===== config.mk =====
export PLATFORM = sky130hd
export DESIGN_NAME = onehot_decoder_seq
export DESIGN_NICKNAME = d
export VERILOG_FILES = /design/src/rtl/onehot_decoder_seq.sv
export SDC_FILE = /design/constraint.sdc
export NUM_CORES = 1
export LEC_CHECK = 0
export CAP_MARGIN = 5
export CORE_ASPECT_RATIO = 0.9
export CORE_MARGIN = 2
export CORE_UTILIZATION = 30
export CTS_CLUSTER_SIZE = 28
export DETAILED_ROUTE_END_ITERATION = 8
export GPL_TIMING_DRIVEN = 0
export PLACE_DENSITY = 0.52
export SYNTH_ARGS = -nofsm -noshare
export SYNTH_HDL_FRONTEND = slang
export SYNTH_SLANG_ARGS = --single-unit

===== constraint.sdc =====
create_clock -name clk -period 1.47 [get_ports clk]
set_input_delay 0.294 -clock clk [delete_from_list [all_inputs] [get_ports clk]]
set_output_delay 0.294 -clock clk [all_outputs]
set_load 0.02 [all_outputs]

===== src/rtl/onehot_decoder_seq.sv =====
// Registered binary-to-one-hot decoder with valid/ready input and level or
// fixed-length pulse output; out-of-range codes are accepted and flagged on err.
module onehot_decoder_seq #(
    parameter int IN_W      = 3,
    parameter int OUT_W     = 8,
    parameter int PULSE_LEN = 4
) (
    input  logic             clk,
    input  logic             rst,
    input  logic             in_valid,
    output logic             in_ready,
    input  logic [IN_W-1:0]  i,
    input  logic             mode,
    input  logic             clr,
    output logic [OUT_W-1:0] y,
    output logic             out_valid,
    output logic             err,
    output logic [1:0]       state_dbg
);

    localparam int CNT_W = $clog2(PULSE_LEN + 1);
    localparam int unsigned OUT_WU = OUT_W;

    typedef enum logic [1:0] {
        IDLE  = 2'd0,
        HOLD  = 2'd1,
        PULSE = 2'd2
    } state_t;

    state_t             state, state_n;
    logic [OUT_W-1:0]   y_n;
    logic               err_n;
    logic [CNT_W-1:0]   cnt, cnt_n;
    logic [OUT_W-1:0]   dec;
    logic               in_range;
    logic               accept;

    // Handshake: a code transfers on any rising edge where in_valid and
    // in_ready are both high; in_ready never depends on in_valid, and is low
    // under rst, under clr, and for the whole active pulse.
    assign in_ready  = ~rst & ~clr & (state != PULSE);
    assign accept    = in_valid & in_ready;
    assign out_valid = |y;
    assign state_dbg = state;

    // Shifting past the top bit yields zero, so out-of-range codes decode to 0.
    assign in_range = (32'(i) < OUT_WU);
    assign dec      = OUT_W'(1) << i;

    always_ff @(posedge clk) begin
        if (rst) begin
            state <= IDLE;
            y     <= '0;
            err   <= 1'b0;
            cnt   <= '0;
        end else begin
            state <= state_n;
            y     <= y_n;
            err   <= err_n;
            cnt   <= cnt_n;
        end
    end

    always_comb begin
        state_n = state;
        y_n     = y;
        err_n   = 1'b0;
        cnt_n   = cnt;
        if (clr) begin
            state_n = IDLE;
            y_n     = '0;
            cnt_n   = '0;
        end else begin
            case (state)
                PULSE: begin
                    // cnt counts the remaining active cycles including this one.
                    if (cnt <= CNT_W'(1)) begin
                        state_n = IDLE;
                        y_n     = '0;
                        cnt_n   = '0;
                    end else begin
                        cnt_n = cnt - CNT_W'(1);
                    end
                end
                default: begin
                    if (accept) begin
                        if (in_range) begin
                            y_n     = dec;
                            state_n = mode ? PULSE : HOLD;
                            cnt_n   = mode ? CNT_W'(PULSE_LEN) : '0;
                        end else begin
                            y_n     = '0;
                            err_n   = 1'b1;
                            state_n = IDLE;
                            cnt_n   = '0;
                        end
                    end
                end
            endcase
        end
    end

    a_onehot: assert property (@(posedge clk) disable iff (rst) $countones(y) <= 1);
    a_idle_zero: assert property (@(posedge clk) disable iff (rst)
        (state == IDLE) |-> (y == '0));
    a_cnt_bound: assert property (@(posedge clk) disable iff (rst)
        cnt <= CNT_W'(PULSE_LEN));

endmodule


After elaboration in Yosys (flattened, before gate mapping) --
Index checks and enable logic that the tools add are counted.
Cells by class: add/sub/neg operators 1, bitwise gates (word level) 5, reduce and logical (&&, ||, !) cells 4, equality and inequality tests 3, order comparisons 1, shifts and indexed selects 1, mux-type cells 11
Operators with widths (count):
- 2-to-1 mux 8 bit | 3
- 2-to-1 mux 3 bit | 4
- 2-to-1 mux 2 bit | 4
- OR reduction 8 bit | 1
- << shifter 1 x 3 -> 8 bit, first input constant | 1
- inequality test 2 bit, second input constant | 2
- bitwise AND 1 bit | 3
- less-or-equal comparator 3 x 1 -> 1 bit, second input constant | 1
- subtractor 3 x 1 -> 3 bit, second input constant | 1
- equality test 2 bit, second input constant | 1
- inverter 1 bit | 2
- AND reduction 2 bit | 1
- nonzero test 2 bit | 1
- OR reduction 2 bit | 1
Word-level totals: output and inout bits 13, flip-flop bits (word level) 13, logic and storage cells 29, input port bits 8

Logic depth before layout (Yosys ltp) --
depth after elaboration 6, gate-level depth with buffers 7, depth with buffers taken out 6

Worst setup path before layout --
Ideal clock, no wire load.
path type reg-to-reg, from register cnt[1], to register y[1], path buffers 1, period minus slack after synthesis 1.442 ns, stages on the path, launching flop included 8, arrival time 1.341 ns, data required time 1.369 ns, slack 0.028 ns, library setup time 0.101 ns, cell sequence dfxtp_1 inv_1 ha_1 o21bai_1 a32oi_4 buf_8 nand3_2 o41ai_1
Between the ends: word-level cells in the longest chain between the ends 3
RTL lines:
- start, declared | RTL line 33 | logic [CNT_W-1:0] cnt, cnt_n;
- start signal, assigned | RTL line 60 | cnt <= cnt_n;
- less-or-equal comparator 3 x 1 -> 1 bit | RTL line 77 | if (cnt <= CNT_W'(1)) begin
- inequality test 2 bit (no line)
- AND reduction 2 bit (no line)
- end signal, assigned | RTL line 58 | y <= y_n;
- end, declared | RTL line 15 | output logic [OUT_W-1:0] y,
No other way between the ends. A chain may end at the register's enable or synchronous reset.

Worst setup path after layout --
from register cnt[0], to register y[3]
The elaborated chain is that of the path after synthesis.

==> impl_results.md <==
- Status: finished clean
- Crit Path Max Fanout: 7
- Die height: 51.5 um
- Overall Power: 751 uW
- Peak supply drop: 0.000673 V
- Core Region: 0.00240 mm2
- Ant diodes: 0
- Root Buffer: clkbuf_4
- Metal3 WL: 98 um
- Vias in the first global route: 674
- Initial DRC count: 8
- Register bit total from synthesis: 13
- Unrepaired setup endpoints after global routing: true
- Data required, critical path: 1630 ps
- CP startpoint kind: flip-flop
- Initial antenna violation count: 0
- CTS tree: built
- Min-Delay Endpoint: state_dbg[1]$_SDFFE_PP0P_
- Sequential cell area fraction in the yosys report: 34.7%
- Async SR Flop Fraction: 0%
- Launch point of the worst hold path: in_valid
- DR WL met2: 951 um
- Syn. warnings: 0
- Clock sinks: 13
- Cell at the slowest stage of the critical path: dfxtp_4
- Total CTS buffers: 3
- # IOs: 21
- Net Switching: 219 uW
- Fmax: 0.685 GHz
- Top layer used by detailed routing: met4
- Max stage delay on crit path: 370 ps
- Commonest cells in the netlist: dfxtp_1 (13), nand3_2 (9), nand2_1 (7), inv_1 (6), nor2_1 (6)
- P&R area growth vs syn: 55.8%
- Final WL: 1890 um
- Period utilization: 99.3%
- Leading register cell type out of synthesis: dfxtp_1
- Fin crit period: 1460 ps
- CTS Hold Bufs: 0
- Syn Std Cell Area: 751 um2
- Final hold violation count: 0
- Die area: 0.00292 mm2
- DRC Markers: 0
- Hold WC Path Type: in2reg
- FP Rows: 17
- GRT Residual Overflow: 0
- Post-synth EDFFs: 0
- Worst-path clk slew: 90 ps
- Setup ws final: 10.7 ps
- First-pass GRT wire length: 3070 um
- Endpoint class of the critical path: flip-flop
- FF-to-FF Start: cnt[0]$_SDFFE_PP0P_
- FF-to-FF End: y[3]$_SDFFE_PP0P_
- Max_cap viols: 0
- Layout cells sized above 1: 49.1%
- Sw Share: 29.1%
- DRT met1 WL: 828 um
- Top cells by area, synth: dfxtp_1 (35%), nand3_2 (12%), a32oi_4 (3.7%)
- Power density over cell area: 642 mW/mm2
- Initial core utilization: 31.2%
- Clock power frac: 30.6%
- DR vias/cell: 5.10
- Count of final setup violators: 0
- Pin count of the biggest net entering global routing: 11
- Drt first pass iters: 4
- Internal power: 532 uW
- Crit-path leading delay family: compound AO/OA/AOI/OAI gates
- R2R setup slack: 10 ps
- Routed WL per cell: 13.7 um
- Final ANT Viol Nets: 0
- R2R depth: 6
- Die Wd: 56.7 um
- Placed Cells: 125
- IO buf count: 18
- Cells after Synth: 79
- Comb power frac: 21.2%
- Hold depth: 3
- Overall routing resource usage: 14.0%
- Seq pwr share: 48.2%
- Placement Setup Slack: -683 ps
- Cell taking the most area after synthesis: dfxtp_1
- Distinct cells, synth: 32
- Pleak: 0.000473 uW
- Final HPWL DP: 1280 um
- Slew Viols, Final: 0
- Setup Crit Path Kind: reg2reg
- DR vias: 704
- Synth Area per Inst: 9.50 um2
- Count leader, synth: dfxtp_1
- Critical-path cell list: ha_1, o21bai_4, a32oi_4, buf_4, buf_6, o41ai_2
- Clk_lat worst skew: 280 ps
- Buf/Inv on CP: 2
- Layout Nets: 121
- CP arrival: 1620 ps
- Total number of H-tree levels: 1
- Syn nets: 89
- Clock Path Buffers: 2
- Top cell type's share of synthesized area: 34.7%
- Finished Layout Cells: 138
- Gpl congestion: 0.695
- Post-route clock skew: 7.66 ps
-- registers in the layout, summed over array words and instances, names as in the netlist --
name / cells
cnt: 3
y: 8
state_dbg: 2
-- layer usage --
layer,vias to the layer above,global-route usage (%)
met1,332,15.5
met3,2,6.08
li1,349,-
met4,0,3.49
met2,21,24.8
met5,-,0
-- worst max-delay path by stage --
stage                   startpoint           endpoint  slack, ps  cells past startpoint
3_3_place_gp                   clr           in_ready       -670                      5
6_report       cnt[0]$_SDFFE_PP0P_  y[3]$_SDFFE_PP0P_         10                      6
4_1_cts        cnt[0]$_SDFFE_PP0P_  y[6]$_SDFFE_PP0P_        -60                      7
5_1_grt        cnt[0]$_SDFFE_PP0P_  y[7]$_SDFFE_PP0P_        -30                      6
3_5_place_dp                   clr           in_ready       -680                      5
2_1_floorplan  cnt[1]$_SDFFE_PP0P_  y[1]$_SDFFE_PP0P_         30                      7
-- per-stage QoR --
stage	setup TNS, ps	hold WS, ps	utilization (%)	instance area, um2
final	0	388	48.7	1170
after global routing	-186	398	48.7	1170
after CTS	-276	385	46.1	1110
after detailed placement	-3410	465	40.2	966
after global placement	-3170	463	40.2	966
after floorplan	0	392	-	751
-- tightest hold or removal path, cell delays in order --
cell and delay (ps):
clkbuf_1 180, nand2_1 120, o21ai_2 40
-- kinds of logic after synthesis --
group	Yosys count	share of synthesized area, %
buffers and inverters	11	9.00
DFF	13	34.7
AOI/OAI and AO/OA	19	23.0
and+or+nand+nor	33	29.5
other	1	0.500
adders and majority gates	2	3.33
-- placed cells by master (no fill, tap or decap), types with 2 or more instances in the layout --
master	netlist	layout
dlygate4sd2_1	0	12
nand3_2	9	9
buf_4	2	8
nand2_1	7	7
dfxtp_1	13	7
inv_1	6	5
buf_6	1	5
nor2_1	6	5
o41ai_2	1	4
clkdlybuf4s50_1	0	4
a21oi_1	3	3
clkbuf_4	0	3
dfxtp_4	0	3
dfxtp_2	0	3
clkbuf_1	1	2
nor3_1	2	2
o21ai_2	2	2
ha_1	2	2
-- power by group through the flow --
stage	sequential [uW]	combinational [uW]	clock, uW
floorplan	376	74.5	0
global placement	372	125	0
detailed placement	372	127	0
CTS	364	153	236
global route	363	170	260
finish	362	159	230
-- cell type report --
type	instances	area [um2]
plain buffers	5	45.0
flip-flops and latches	13	275
inverters	6	22.5
clock buffers	4	26.3
multi-input cells	55	526
well taps	28	35.0
fillers	251	1230
repair buffers	27	240
-- timing repair --
item                       4_1_cts  5_1_grt
pin swaps                        6        6
gates cloned                     1        0
setup endpoints to repair       22        9
setup buffers                    6        3
gates resized for setup         38       15
Note: power is estimated with default switching activity, not from simulation.
